## src/rtl/cnn_pkg.sv

```systemverilog
// Shared types and constants for the CNN input-image RAM read path.
package cnn_pkg;

  localparam int IMG_W     = 28;
  localparam int WIN_BEATS = 9;
  localparam int RAM_DEPTH = 1024;

  typedef enum logic [1:0] {
    IDLE  = 2'd0,
    LOCK0 = 2'd1,
    LOCK1 = 2'd2
  } arb_state_t;

endpackage

```

## src/rtl/cnn_rr_pick2.sv

```systemverilog
// Two-way round-robin pick with its favour pointer; the pointer only advances
// when both candidates compete, so a lone or ineligible requester never consumes it.
module cnn_rr_pick2 (
  input  logic       clk,
  input  logic       rst_n,
  input  logic       clr,
  input  logic       en,
  input  logic [1:0] cand,
  input  logic       load,
  input  logic       load_fav,
  output logic       pick_vld,
  output logic       pick_sel
);

  logic fav_q, fav_d;

  always_comb begin
    pick_vld = en & (|cand);
    pick_sel = (&cand) ? fav_q : cand[1];
    fav_d    = fav_q;
    if (clr) begin
      fav_d = 1'b0;
    end else if (load) begin
      fav_d = load_fav;
    end else if (en && (&cand)) begin
      fav_d = ~fav_q;
    end
  end

  always_ff @(posedge clk or negedge rst_n) begin
    if (!rst_n) begin
      fav_q <= 1'b0;
    end else begin
      fav_q <= fav_d;
    end
  end

endmodule

```

## src/rtl/cnn_ram_rd_arb.sv

```systemverilog
// Read-port arbiter and read-after-write guard for the 1-bit input image RAM.
// Define CNN_RAM_RD_ARB_WDOG_EN to add the lock watchdog and its wdog_err port.
module cnn_ram_rd_arb
  import cnn_pkg::*;
#(
  parameter int ADDR_W    = 10,
  parameter int DEPTH     = RAM_DEPTH,
  parameter int BURST_MAX = WIN_BEATS
) (
  input  logic              clk,
  input  logic              rst_n,
  input  logic              clr,
  input  logic              wr_stb,
  input  logic              rq0_req,
  input  logic [ADDR_W-1:0] rq0_addr,
  input  logic              rq0_last,
  output logic              rq0_gnt,
  input  logic              rq1_req,
  input  logic [ADDR_W-1:0] rq1_addr,
  input  logic              rq1_last,
  output logic              rq1_gnt,
  output logic [ADDR_W-1:0] ram_addr_rd,
  input  logic              ram_dout,
  output logic              rd_data,
  output logic              rd_vld0,
  output logic              rd_vld1,
  output logic [ADDR_W:0]   wr_ptr
`ifdef CNN_RAM_RD_ARB_WDOG_EN
  ,
  output logic              wdog_err
`endif
);

  localparam logic [ADDR_W:0] DEPTH_C = (ADDR_W + 1)'(DEPTH);

  arb_state_t        state_q, state_d;
  logic [ADDR_W:0]   wr_ptr_q, wr_ptr_d;
  logic [ADDR_W-1:0] addr_q, addr_d;
  logic [1:0]        tag_q, tag_d;
  logic [1:0]        vld_q, vld_d;
  logic              rd_data_q, rd_data_d;
  logic [1:0]        gnt;
  logic              elig0, elig1, sel_last;
  logic              pick_vld, pick_sel, ptr_load, ptr_load_fav;

`ifdef CNN_RAM_RD_ARB_WDOG_EN
  localparam int WDOG_LIM = 4 * BURST_MAX;
  localparam int WDOG_W   = $clog2(WDOG_LIM + 1);
  logic [WDOG_W-1:0] wdog_cnt_q, wdog_cnt_d;
  logic              wdog_err_q, wdog_err_d;
`endif

  // Eligibility looks at the pointer before this cycle's write lands.
  assign elig0    = ({1'b0, rq0_addr} < wr_ptr_q);
  assign elig1    = ({1'b0, rq1_addr} < wr_ptr_q);
  assign sel_last = pick_sel ? rq1_last : rq0_last;

  cnn_rr_pick2 u_pick (
    .clk      (clk),
    .rst_n    (rst_n),
    .clr      (clr),
    .en       (state_q == IDLE),
    .cand     ({rq1_req & elig1, rq0_req & elig0}),
    .load     (ptr_load),
    .load_fav (ptr_load_fav),
    .pick_vld (pick_vld),
    .pick_sel (pick_sel)
  );

  always_comb begin
    state_d      = state_q;
    gnt          = 2'b00;
    ptr_load     = 1'b0;
    ptr_load_fav = 1'b0;
`ifdef CNN_RAM_RD_ARB_WDOG_EN
    wdog_cnt_d   = '0;
    wdog_err_d   = wdog_err_q;
`endif
    unique case (state_q)
      IDLE: begin
        if (pick_vld) begin
          gnt[pick_sel] = 1'b1;
          if (!sel_last) state_d = pick_sel ? LOCK1 : LOCK0;
        end
      end
      LOCK0: begin
        if (rq0_req && elig0) begin
          gnt[0] = 1'b1;
          if (rq0_last) state_d = IDLE;
        end
      end
      LOCK1: begin
        if (rq1_req && elig1) begin
          gnt[1] = 1'b1;
          if (rq1_last) state_d = IDLE;
        end
      end
      default: state_d = IDLE;
    endcase
`ifdef CNN_RAM_RD_ARB_WDOG_EN
    // A lock that outlives the budget is broken and the other side favoured.
    if (state_q != IDLE && state_d != IDLE) begin
      if (wdog_cnt_q == WDOG_W'(WDOG_LIM - 1)) begin
        state_d      = IDLE;
        wdog_err_d   = 1'b1;
        ptr_load     = 1'b1;
        ptr_load_fav = (state_q == LOCK0);
      end else begin
        wdog_cnt_d = wdog_cnt_q + 1'b1;
      end
    end
    if (clr) begin
      wdog_cnt_d = '0;
      wdog_err_d = 1'b0;
    end
`endif
    if (clr) begin
      state_d = IDLE;
      gnt     = 2'b00;
    end

    ram_addr_rd = gnt[0] ? rq0_addr : (gnt[1] ? rq1_addr : addr_q);
    addr_d      = clr ? '0 : ram_addr_rd;
    tag_d       = gnt;
    vld_d       = clr ? 2'b00 : tag_q;
    rd_data_d   = clr ? 1'b0 : ram_dout;

    wr_ptr_d = wr_ptr_q;
    if (clr) begin
      wr_ptr_d = '0;
    end else if (wr_stb && (wr_ptr_q != DEPTH_C)) begin
      wr_ptr_d = wr_ptr_q + 1'b1;
    end
  end

  always_ff @(posedge clk or negedge rst_n) begin
    if (!rst_n) begin
      state_q   <= IDLE;
      wr_ptr_q  <= '0;
      addr_q    <= '0;
      tag_q     <= 2'b00;
      vld_q     <= 2'b00;
      rd_data_q <= 1'b0;
    end else begin
      state_q   <= state_d;
      wr_ptr_q  <= wr_ptr_d;
      addr_q    <= addr_d;
      tag_q     <= tag_d;
      vld_q     <= vld_d;
      rd_data_q <= rd_data_d;
    end
  end

`ifdef CNN_RAM_RD_ARB_WDOG_EN
  always_ff @(posedge clk or negedge rst_n) begin
    if (!rst_n) begin
      wdog_cnt_q <= '0;
      wdog_err_q <= 1'b0;
    end else begin
      wdog_cnt_q <= wdog_cnt_d;
      wdog_err_q <= wdog_err_d;
    end
  end
  assign wdog_err = wdog_err_q;
`endif

  assign rq0_gnt = gnt[0];
  assign rq1_gnt = gnt[1];
  assign rd_data = rd_data_q;
  assign rd_vld0 = vld_q[0];
  assign rd_vld1 = vld_q[1];
  assign wr_ptr  = wr_ptr_q;

endmodule
```

## config.mk

```make
export PLATFORM = sky130hd
export DESIGN_NAME = cnn_ram_rd_arb
export DESIGN_NICKNAME = d
export VERILOG_FILES = /design/src/rtl/cnn_pkg.sv /design/src/rtl/cnn_rr_pick2.sv /design/src/rtl/cnn_ram_rd_arb.sv
export SDC_FILE = /design/constraint.sdc
export NUM_CORES = 1
export LEC_CHECK = 0
export BUFFER_PORTS_ARGS = -buffer_cell sky130_fd_sc_hd__buf_2
export CAP_MARGIN = 20
export CORE_ASPECT_RATIO = 0.7
export CORE_UTILIZATION = 52
export DETAILED_ROUTE_END_ITERATION = 8
export PLACE_DENSITY = 0.9
export RECOVER_POWER = 50
export SLEW_MARGIN = 20
export SYNTH_ARGS = -nofsm -noshare
export SYNTH_HDL_FRONTEND = slang
export SYNTH_HIERARCHICAL = 1
export SYNTH_SLANG_ARGS = --single-unit
```

## constraint.sdc

```tcl
create_clock -name clk -period 3.4 [get_ports clk]
set_clock_uncertainty 0.1 [all_clocks]
set_input_delay 0.17 -clock clk [delete_from_list [all_inputs] [get_ports clk]]
set_output_delay 0.17 -clock clk [all_outputs]
set_load 0.1 [all_outputs]
```

==> results.txt, run 1 <==
- Once placement completed, the tool counted placed cells totaling 370.
- Error msg: [ERROR GRT-0232] Routing congestion too high. Check the congestion heatmap in the GUI.
- Pre-CTS WS: -0.211 ns
- Clock tree sinks: 29
- Number of unique standard cell types used by synthesis: between 40 and 50
- Of the synthesized area, sequential elements account for 0.327.
* Stage reached: global routing
- After global-route timing repair, the worst endpoint was ram_addr_rd[7].
- After floorplanning, the core was divided into 19 placement rows.
- DPL Wire Length: about 5700 µm
- Status: did not finish
- Entering global routing, the biggest net connects 31 pins.
- Number of enable flip-flop cells after synthesis: 0
- The count of buffers added on input and output ports is 54.
* Async set or reset register ratio after synthesis: 1.00
* Worst_ep kind: top-level output
- The die is approximately 80 µm wide.
- Synthesis Warnings: 6
- CTS built an H-tree with a depth of 2.
- In the global route stage, overall resource usage came out at 0.818.
* Number of top-level pins: 55
- Routability-driven placement finished with a final weighted congestion of between 0.8 and 0.9.
- Clock buffers created by TritonCTS: 5
* Most used flip-flop cell after synthesis: sky130_fd_sc_hd__dfrtp_1
- Post-synthesis average cell area: between 9 and 10 µm²
- For this configuration, the core starts out at a cell density of 0.555.
* GRT overflow: 141
- Root Driver: sky130_fd_sc_hd__clkbuf_8
* Flip-flop and latch count after synthesis: 29
- Mapped cell area: around 2200 µm²
- Counting every instance in the synthesized netlist gives around 240.
- No sink is reached through more buffers than the 2 on the longest clock path.
* Vertical extent of the die: 56.6 µm
cell usage after synthesis, types with 5 or more instances:
cell type,instances,share of area
sky130_fd_sc_hd__nor2b_1,5,0.014
sky130_fd_sc_hd__mux2_2,10,0.051
sky130_fd_sc_hd__a31oi_1,10,0.028
sky130_fd_sc_hd__a311oi_2,10,0.068
sky130_fd_sc_hd__inv_1,13,0.022
sky130_fd_sc_hd__a22oi_1,10,0.034
sky130_fd_sc_hd__a21oi_1,8,0.018
sky130_fd_sc_hd__dfrtp_1,29,0.33
sky130_fd_sc_hd__nand3_1,7,0.016
sky130_fd_sc_hd__nand2_1,27,0.046
sky130_fd_sc_hd__nor2_1,29,0.049
sky130_fd_sc_hd__xnor2_1,9,0.036
sky130_fd_sc_hd__ha_1,20,0.11
routing by layer:
metal | global-route usage | GRT overflow
met3 | 0.533 | 1
met2 | 1.02 | 89
met1 | 0.843 | 0
met5 | 0 | 0
met4 | 0.946 | 51
through the flow:
stage	utilization	TNS [ns]	hold WS, ns	instance area [µm²]
after detailed placement	0.821	-1.81	0.153	3280
after CTS	0.930	-0.660	0.0177	3710
after floorplan	-	-1.08	-0.226	2610
after global placement	0.821	-0.0574	0.147	3280
cell families after synthesis:
family                     count (synthesis)  share of synthesized area
muxes                                     10                     0.0508
buffers and inverters                     23                     0.0497
AOI/OAI and AO/OA                         57                      0.222
other                                      1                    0.00169
and+or+nand+nor                           91                      0.195
adders and majority gates                 20                      0.113
DFF                                       29                      0.328
xor gates and xnor gates                  10                     0.0395
repair_timing:
action                                  in CTS
endpoints found under the setup margin      20
buffers inserted                            17
pin swaps                                   10
gates resized for setup                     34
hold endpoints to repair                    29
hold buffers                                 1
gates cloned                                 4
==> inputs of run 2 (changes only) <==
- CORE_ASPECT_RATIO: 0.7 -> unset
- CORE_UTILIZATION: 52 -> 37
- PLACE_DENSITY: 0.9 -> unset
- PLACE_DENSITY_LB_ADDON: unset -> 0.15
==> run 2 against run 1 <==
The flow now finishes, with violations (setup timing). Synthesized cell count is the same. Synthesized area is the same.
==> results.txt, run 2 <==
* Max Fclk: roughly 280 MHz
- Placed inst area: 3330 µm² (was 3280 µm²)
- The number of warnings issued by yosys came to 6 (unchanged).
* Number of flip-flops in the largest register: 11
- Status: finished, violations left (was did not finish).
- Maximum buffer depth of the clock tree: 2 (unchanged)
- Gate power share: 0.582
- Cell types with the largest area share after synthesis: sky130_fd_sc_hd__dfrtp_1 33%, sky130_fd_sc_hd__ha_1 11%, sky130_fd_sc_hd__a311oi_2 6.8% (unchanged)
* Switching component of the power: 0.732 mW
- Reg2reg end: addr_q[2]
* Most used flip-flop cell after synthesis: sky130_fd_sc_hd__dfrtp_1 (unchanged)
- After detailed routing, the number of vias per cell comes to roughly 5.4.
* Final setup slack of the worst path: -0.177 ns
* RSZ-0062 raised after global routing: yes
- The worst setup path is captured at an output port.
- The path class of the tightest hold or removal check is in2reg.
- H-tree level count: 2 (unchanged)
- Entering global routing, the biggest net connects 31 pins.
* Root Driver: sky130_fd_sc_hd__clkbuf_8 (unchanged)
- Number of cells after detailed placement: 391 (was 370)
- The detail route stage leaves a number of antenna-violating nets equal to 0.
- Biggest area consumer among synthesized cells: sky130_fd_sc_hd__dfrtp_1 (unchanged)
- Violated checks: setup timing
- IR drop worst, VDD: around 330 µV
- Detailed Routing Iterations Pass 1: 5
- Layer with the highest usage: met2
- The share of Yosys cell area claimed by the top area cell type came to 0.327 (unchanged).
- Pwr per Cell Area: 432 nW/µm²
* Routed length per placed instance: ~17 µm
* Hold Path End: state_q[1]
- Startpoint class of the critical path: flop
* Number of instances in the synthesized netlist: 241 (unchanged)
- The number of rows created at floorplan came to 27 (was 19).
- The worst hold path passes through 3 cells.
* Commonest cells in the netlist: 29 x sky130_fd_sc_hd__dfrtp_1, 29 x sky130_fd_sc_hd__nor2_1, 27 x sky130_fd_sc_hd__nand2_1, 20 x sky130_fd_sc_hd__ha_1, 13 x sky130_fd_sc_hd__inv_1 (unchanged)
- Net switching share of the total power: 0.449
- In the global route stage, met2 resource usage came out at 0.400.
- PortBufs: 54 (unchanged)
* Async set or reset register ratio after synthesis: 1.00 (unchanged)
* Met1 global-route usage: 0.322
- In this run the standard cell core region covers 5640 µm².
- For the worst setup path, the data required time is roughly 3.1 ns.
* Global-route wire length before repair: 11,700 µm
* Violation count after the first detailed-route iteration: 93
- Of the cells placed in the final design, the portion with a size suffix greater than 1 is 0.581.
* Post-synthesis average cell area: 9.19 µm² (unchanged)
- Clock tree sinks: 29 (unchanged)
- Number of enable flip-flop cells after synthesis: 0 (unchanged)
- The worst path in the final design needs a cycle of 3.58 ns, including I/O delays and setup.
- Vertical extent of the die: 79.4 µm (was 56.6 µm)
- From synthesis to final layout, the design area changed by 70.2%.
- Number of unique standard cell types used by synthesis: 43 (unchanged)
- Met3 Usage GRT: 0.0491
- The sequential cell area fraction in the yosys report was 0.327 (unchanged).
- The net count of the finished layout is 401.
- At the later pin of the worst-skew pair, clock insertion delay measures ~0.29 ns.
* GRT overflow: 0
- The tool flagged a number of max-cap violations equal to 0.
- For this run, the total global-route usage over all layers was measured as 0.247.
- Transition time at the pin with the least slew margin: between 0.7 and 0.8 ns
- DRC violations left: 0
- The initial antenna violation count is 0.
* Area of all placed cells without fillers: around 3800 µm²
- Counting cells, the worst reg-to-reg path comes to 14.
* Final weighted congestion of routability-driven global placement: 0.786 (was 0.852)
- Worst min-delay path startpoint: rq1_last
* Slew margin rel.: 0.468
- The number of global-route vias before repair is between 2,000 and 2,500.
- Across all register-to-register paths, the minimum setup slack is ~0.18 ns.
- Worst Path Max Fanout: 4
- Initial standard-cell utilization of the core: 0.393 (was 0.555)
- The repair_antennas step left the layout with diodes totalling 0.
- The max-slew violation count came to 0.
* Final wirelength: 7190 µm
- Number of top-level pins: 55 (unchanged)
* Arrival time of data at the critical path endpoint: ~3.3 ns
* Clock buffers created by TritonCTS: 5 (unchanged)
* DIE AREA: approximately 6300 µm²
- In this run the static leakage power is between 1.5 and 2 nW.
- Clock tree from TritonCTS: done
* Vias post-DR: approximately 2,300
- Mapped cell area: 2220 µm² (unchanged)
- Clk slew on worst S/H paths: approximately 0.07 ns
- DPL Wire Length: 5010 µm (was 5720 µm)
* Clk pwr share: 0.175
- The hold violation count in the final report was 0.
- The setup path with the least slack is of type reg2out.
- Die boundary width: 79.4 µm (was 80.0 µm)
* Share of the clock period used by the worst path: 1.05
- Non-filler instance count after layout: 425
* Final-report setup violation count: 11
- Worst R2R Start: wr_ptr[2]
- In the layout the commonest cells are 42 x sky130_fd_sc_hd__buf_2, 42 x sky130_fd_sc_hd__buf_4, 27 x sky130_fd_sc_hd__nand2_1, 26 x sky130_fd_sc_hd__nor2_1, 18 x sky130_fd_sc_hd__dfrtp_1.
* Internal Pwr Total: between 0.8 and 0.9 mW
* Flip-flop and latch count after synthesis: 29 (unchanged)
- The share of total power dissipated in sequential elements is 0.243.
[run 2: cell counts after synthesis]
No cell type changed its count.
[run 2: power groups by stage]
stage,Sequential (mW),Combinational (mW),Clock (mW)
floorplan,0.422,0.567,0
global placement,0.399,0.885,0
detailed placement,0.400,0.890,0
CTS,0.394,0.931,0.289
global route,0.399,0.989,0.303
finish,0.396,0.949,0.286
[run 2: area by class of cell]
cell class / count / area (µm²)
inverters: 13 / 67.6
clock buffers: 6 / 72.6
clock inverters: 2 / 10.0
well taps: 72 / 90.1
repair buffers: 110 / 938
multi-input cells: 193 / 1830
fillers: 453 / 1870
flip-flops and latches: 29 / 762
[run 2: critical path, stage by stage (launching register included)]
cell and delay [ns]:
sky130_fd_sc_hd__dfrtp_4 0.44, sky130_fd_sc_hd__inv_6 0.05, sky130_fd_sc_hd__ha_4 0.15, sky130_fd_sc_hd__or3_1 0.37
sky130_fd_sc_hd__a221o_1 0.34, sky130_fd_sc_hd__a211oi_4 0.35, sky130_fd_sc_hd__o21a_2 0.23, sky130_fd_sc_hd__nand2b_4 0.08
sky130_fd_sc_hd__nor4_4 0.12, sky130_fd_sc_hd__buf_4 0.19, sky130_fd_sc_hd__nor2_4 0.05, sky130_fd_sc_hd__buf_6 0.15
sky130_fd_sc_hd__buf_6 0.11, sky130_fd_sc_hd__a31oi_4 0.19, sky130_fd_sc_hd__buf_12 0.19
[run 2: logic make-up (layout without fill, tap and decap cells)]
group | after synthesis | after routing | synth area share
buf+inv | 23 | 131 | 0.0497
mux | 10 | 10 | 0.0508
fa+ha+maj | 20 | 20 | 0.113
other cells | 1 | 4 | 0.00169
compound gates | 57 | 57 | 0.222
flops | 29 | 29 | 0.328
simple gates | 91 | 92 | 0.195
xor+xnor | 10 | 10 | 0.0395
[run 2: worst max path at each step]
stage,start,to,slack (ns),cells past startpoint
final,wr_ptr[2],ram_addr_rd[7],-0.18,14
after floorplan,wr_ptr[2],ram_addr_rd[1],-0.11,10
after global placement,wr_ptr[1],ram_addr_rd[8],0.04,13
after detailed placement,wr_ptr[8],ram_addr_rd[8],-0.05,12
after CTS,wr_ptr[1],ram_addr_rd[7],-0.19,14
after global routing,wr_ptr[2],ram_addr_rd[7],-0.29,14
[run 2: routing by layer]
metal / vias up / share of wire
met2: 68 / 0.48
met5: - / 0
li1: 1103 / -
met1: 1108 / 0.45
met3: 14 / 0.046
met4: 0 / 0.023
[run 2: through the flow]
stage	setup TNS (ns)	hold WS, ns	setup slack, ns	total power [mW]	utilization
finish	-1.24	0.124	-0.177	1.63	0.669
detailed placement	-0.282	0.154	-0.0498	1.29	0.589
global route	-2.69	0.126	-0.287	1.69	0.669
CTS	-1.53	0.112	-0.188	1.61	0.647
floorplan	-1.08	-0.226	-0.110	0.988	-
global placement	0	0.151	0.0401	1.28	0.589
[run 2: what timing repair did]
item / in CTS / in global routing
setup endpoints to repair: 12 / 13
pin swaps: 11 / 11
hold buffers: 2 / 0
resized for setup: 19 / 12
buffers inserted: 17 / 7
cloned: 1 / 0
hold endpoints to repair: 30 / 0
Power figures use the tool's default switching activity.
==> inputs of run 3 (changes only) <==
- CORE_ASPECT_RATIO: unset -> 1.5
- MAX_ROUTING_LAYER: unset -> met4
==> run 3 against run 2 <==
The run ends with capacitance limit, slew limit, setup timing left. First-iteration DRC count is 19% lower. Sequential share of layout area is 0.69 points lower. Wire length is 4.3% higher. Critical path depth stayed put. Core utilization is 0.63 points higher. Register-to-register slack worse by 0.03 ns. Die area is 0.11% higher. Sequential power hardly changed.
==> results.txt, run 3 (synthesis gave the netlist of run 2 again) <==
- Final antenna-violating net count: 0 (unchanged)
- Antenna cells: 0 (unchanged)
* Maximum buffer depth of the clock tree: 2 (unchanged)
* CP startpoint: wr_ptr[1] (was wr_ptr[2])
* Violated checks: capacitance limit, slew limit, setup timing (was setup timing)
- Detailed Routing Iterations Pass 1: 4 (was 5)
* Most frequent cells in the layout: 46 x sky130_fd_sc_hd__buf_4, 39 x sky130_fd_sc_hd__buf_2, 25 x sky130_fd_sc_hd__nand2_1, 19 x sky130_fd_sc_hd__nor2_1, 18 x sky130_fd_sc_hd__dfrtp_1 (was 42 x sky130_fd_sc_hd__buf_2, 42 x sky130_fd_sc_hd__buf_4, 27 x sky130_fd_sc_hd__nand2_1, 26 x sky130_fd_sc_hd__nor2_1, 18 x sky130_fd_sc_hd__dfrtp_1)
- Clock buffers created by TritonCTS: 5 (unchanged)
- Maxcap violations: 1 (was 0)
- Via count of the first global-routing pass: 2,537 (was 2,358)
* Initial standard-cell utilization of the core: 0.383 (was 0.393)
- The total setup violations reported at the end of the flow came to 10 (was 11).
- DIE AREA: 6310 µm² (was 6300 µm²)
* Clock latency reported for the late side of the worst-skew pair: 0.30 ns (was 0.29 ns)
- Final weighted congestion of routability-driven global placement: 0.782 (was 0.786)
- The library cell used most frequently in the layout, excluding fill and tap cells, is sky130_fd_sc_hd__buf_4.
- The pin slew with the least headroom to its limit came to 1.70 ns (was 0.799 ns).
- Worst Path Max Fanout: 10 (was 4)
- The startpoint kind of the worst setup timing path is a flop (unchanged).
- The launching point of the worst reg2reg path is wr_ptr[1] (was wr_ptr[2]).
* Share of post-route cells with drive strength above 1: 0.612 (was 0.581)
- The count of boundary I/O pins came to 55 (unchanged).
* Vertical extent of the die: 96.8 µm (was 79.4 µm)
- Maximum number of pins on one net before global-route repair: 30 (was 31)
- The start-to-end type of the worst setup path is reg2out (unchanged).
* All-layer global routing usage: 0.265 (was 0.247)
* Critical Path Sink Type: output port (unchanged)
- The synthesis-to-finish area growth is 76.2% (was 70.2%).
- Final TNS setup: -0.803 ns (was -1.24 ns)
- Worst min-delay path class: in2reg (unchanged)
- Arrival time of data at the critical path endpoint: 3.23 ns (was 3.31 ns)
* Die boundary width: 65.2 µm (was 79.4 µm)
- Final-report hold violation count: 0 (unchanged)
- Proportion of power drawn by flip-flops and latches: 0.240 (was 0.243)
* Gate power share: 0.583 (was 0.582)
- Net switching share of the total power: 0.452 (was 0.449)
- Share of the clock period used by the worst path: 1.03 (was 1.05)
* Vias post-DR: 2,342 (was 2,293)
- Internal Pwr Total: 0.901 mW (was 0.898 mW)
* Max Fclk: 286 MHz (was 280 MHz)
* GRT overflow: 0 (unchanged)
- Final Critical Period: 3.50 ns (was 3.58 ns)
- The number of DRC markers after the initial detailed-route iteration is 75 (was 93).
* Fill cells: 477 (was 453)
- Clk pwr share: 0.177 (was 0.175)
- The leakage power figure came to 1.59 nW (was 1.52 nW).
- The average vias per placed instance is 5.41 (was 5.40).
* Clk slew on worst S/H paths: 0.07 ns (about the same)
- Global-route wire length before repair: 12,500 µm (was 11,700 µm)
* Worst reg-to-reg setup slack: 0.15 ns (was 0.18 ns)
- The routed length per placed instance is 17.3 µm (was 16.9 µm).
- NumNets Final: 409 (was 401)
- The peak ir drop on the vdd network was 430 µV (was 328 µV).
- Status: finished, violations left (unchanged)
* Pwr per Cell Area: 421 nW/µm² (was 432 nW/µm²)
* RSZ-0062 raised after global routing: yes (unchanged)
- Slew margin rel.: -0.130 (was 0.468)
- The worst-case hold slack came to 0.0918 ns (was 0.124 ns).
* Floorplan Core Area: 5790 µm² (was 5640 µm²)
- The clock tree from TritonCTS is done (unchanged).
- The number of rows created at floorplan came to 34 (was 27).
- The total wire length is 7490 µm (was 7190 µm).
- Critical path required time: 3.13 ns (about the same)
- The startpoint of the most critical hold path was rq1_last (unchanged).
- The buffer type at the clock tree root is sky130_fd_sc_hd__clkbuf_8 (unchanged).
* PortBufs: 54 (unchanged)
- DPL Wire Length: 5240 µm (was 5010 µm)
* Clock tree sinks: 29 (unchanged)
- H-tree level count: 2 (unchanged)
- Power, Total: 1.64 mW (was 1.63 mW)
- The max-slew violation count came to 30 (was 0).
- The count of unresolved DRC violations after routing is 0 (unchanged).
- The reported net switching power came to 0.743 mW (was 0.732 mW).
* Final setup slack of the worst path: -0.0987 ns (was -0.177 ns)
* Number of antenna violations at the first check in global routing: 0 (unchanged)
- Number of flip-flops in the largest register: 11 (unchanged)
[run 3: cell count changes in the layout (fill, tap and decap cells not counted), moves of 3 or more]
cell                     change
sky130_fd_sc_hd__nor2_1      -7
sky130_fd_sc_hd__nor2_2      +7
sky130_fd_sc_hd__buf_4       +4
sky130_fd_sc_hd__mux2_2      -4
sky130_fd_sc_hd__mux2_4      +4
sky130_fd_sc_hd__buf_2       -3
[run 3: final timing paths]
path,depth (start not counted),endpoint
max,14,ram_addr_rd[2]
max reg2reg,15,addr_q[3]
min in group asynchronous,2,wr_ptr[2]
max in group asynchronous,2,wr_ptr[9]
min reg2reg,1,vld_q[0]
min,3,state_q[1]
[run 3: cell type report]
cell class,count,area [µm²],area share
multi-input combinational,195,1890,0.484
timing repair buffer,116,1010,0.259
sequential,29,762,0.195
tap,72,90.1,0.0231
clock buffer,5,68.8,0.0176
inverter,13,62.6,0.0160
clock inverter,3,17.5,0.00449
[run 3: timing repair]
item	4_1_cts	5_1_grt
pin swaps	18	13
hold buffers	2	0
hold endpoints to repair	30	0
buffers inserted	23	3
resized for setup	34	14
gates cloned	4	0
setup endpoints to repair	22	14
[run 3: through the flow]
stage,util,setup WS (ns),instances,instance area [µm²]
4_1_cts,0.667,-0.154,433,3860
6_report,0.675,-0.0987,433,3910
3_5_place_dp,0.579,-0.324,396,3350
2_1_floorplan,-,-0.110,244,2610
3_3_place_gp,0.579,-0.211,396,3350
5_1_grt,0.675,-0.223,433,3910
[run 3: power groups by stage]
stage / clock network, mW / logic [mW] / registers [mW]
after detailed placement: 0 / 0.879 / 0.398
after CTS: 0.302 / 0.955 / 0.393
after global placement: 0 / 0.872 / 0.397
after floorplan: 0 / 0.567 / 0.422
final: 0.292 / 0.958 / 0.394
after global routing: 0.316 / 1.00 / 0.398
[run 3: worst max-delay path, cell delays in order, from the launching register on]
cell and delay, ns:
sky130_fd_sc_hd__dfrtp_4 0.42, sky130_fd_sc_hd__inv_4 0.04, sky130_fd_sc_hd__ha_4 0.14, sky130_fd_sc_hd__or3_1 0.36
sky130_fd_sc_hd__a221o_1 0.33, sky130_fd_sc_hd__a211oi_4 0.32, sky130_fd_sc_hd__buf_6 0.15, sky130_fd_sc_hd__a21boi_4 0.05
sky130_fd_sc_hd__buf_6 0.12, sky130_fd_sc_hd__nand3_4 0.10, sky130_fd_sc_hd__buf_8 0.14, sky130_fd_sc_hd__nand2_1 0.06
sky130_fd_sc_hd__mux2_4 0.30, sky130_fd_sc_hd__a31oi_4 0.21, sky130_fd_sc_hd__buf_12 0.19
[run 3: metal layers]
metal,share of wire,global-route usage
met4,0.051,0.129
met3,0.032,0.0377
met1,0.39,0.298
met5,0,-
met2,0.52,0.447
==> inputs of run 4 (changes only) <==
- CORE_ASPECT_RATIO: 1.5 -> unset
- CORE_UTILIZATION: 37 -> 54
- SETUP_SLACK_MARGIN: unset -> 0.05
==> run 4 against run 3 <==
The run now fails in global routing. Synthesized cell count did not move. Synthesized area did not move.
==> results.txt, run 4 <==
* Synthesis Warnings: 6 (unchanged)
- The die extent in x was 66.1 µm (was 65.2 µm).
- The count of boundary I/O pins was 55 (unchanged).
- PortBufs: 54 (unchanged)
* Vertical extent of the die: 66.1 µm (was 96.8 µm)
* Final weighted congestion of routability-driven global placement: 0.916 (was 0.782)
* Placed inst area: 3200 µm² (was 3350 µm²)
* Floorplan row count: 22 (was 34)
- Pre-CTS WS: -0.00697 ns (was -0.324 ns)
* Mapped cell area: 2220 µm² (unchanged)
- After the last repair the worst path ends at a top-level output.
- Cell types with the largest area share after synthesis: sky130_fd_sc_hd__dfrtp_1 33%, sky130_fd_sc_hd__ha_1 11%, sky130_fd_sc_hd__a311oi_2 6.8% (unchanged).
- Number of instances in the synthesized netlist: 241 (unchanged)
- Progress stopped at global routing.
* Async set or reset register ratio after synthesis: 1.00 (unchanged)
- Initial standard-cell utilization of the core: 0.583 (was 0.383)
* DPL Wire Length: 4970 µm (was 5240 µm)
- H-tree level count: 2 (unchanged)
- Commonest cells in the netlist: 29 x sky130_fd_sc_hd__dfrtp_1, 29 x sky130_fd_sc_hd__nor2_1, 27 x sky130_fd_sc_hd__nand2_1, 20 x sky130_fd_sc_hd__ha_1, 13 x sky130_fd_sc_hd__inv_1 (unchanged).
- The TritonCTS buffer count came to 5 (unchanged).
- The first error in the log reads "[ERROR DPL-0038] Utilization greater than 100%, impossible to legalize".
- Maximum buffer depth of the clock tree: 2 (unchanged)
- The buffer type at the clock tree root is sky130_fd_sc_hd__clkbuf_8 (unchanged).
- Worst setup endpoint after the global-route repair_timing: ram_addr_rd[8]
- Biggest area consumer among synthesized cells: sky130_fd_sc_hd__dfrtp_1 (unchanged)
- Number of cells after detailed placement: 356 (was 396)
- The clock sink count is 29 (unchanged).
- Proportion of synthesized chip area in sequential cells: 0.327 (unchanged)
- Status: did not finish (was finished, violations left)
- The number of synthesized flops with an enable pin came to 0 (unchanged).
- The count of different cell masters after synthesis came to 43 (unchanged).
* Flip-flop and latch count after synthesis: 29 (unchanged)
- The average size of a mapped cell came to 9.19 µm² (unchanged).
- Maximum number of pins on one net before global-route repair: 32
* Most used flip-flop cell after synthesis: sky130_fd_sc_hd__dfrtp_1 (unchanged)
- Top cell type's share of synthesized area: 0.327 (unchanged)
run 4: cell counts after synthesis:
No cell type changed its count.
run 4: logic make-up after synthesis:
kind of cell / count (synthesis) / share of synthesized area
buf+inv: 23 / 0.0497
xor+xnor: 10 / 0.0395
flops: 29 / 0.328
other cells: 1 / 0.00169
mux: 10 / 0.0508
simple gates: 91 / 0.195
fa+ha+maj: 20 / 0.113
compound gates: 57 / 0.222
run 4: per-stage QoR:
step                      hold slack [ns]   util
after CTS                          0.0616  0.931
after detailed placement            0.133  0.843
after global placement              0.132  0.843
after floorplan                    -0.226      -
run 4: what timing repair did:
item,CTS
hold endpoints to repair,29
hold buffers,1
resized for setup,18
cloned,3
setup endpoints to repair,12
setup buffers,22
pin swaps,8
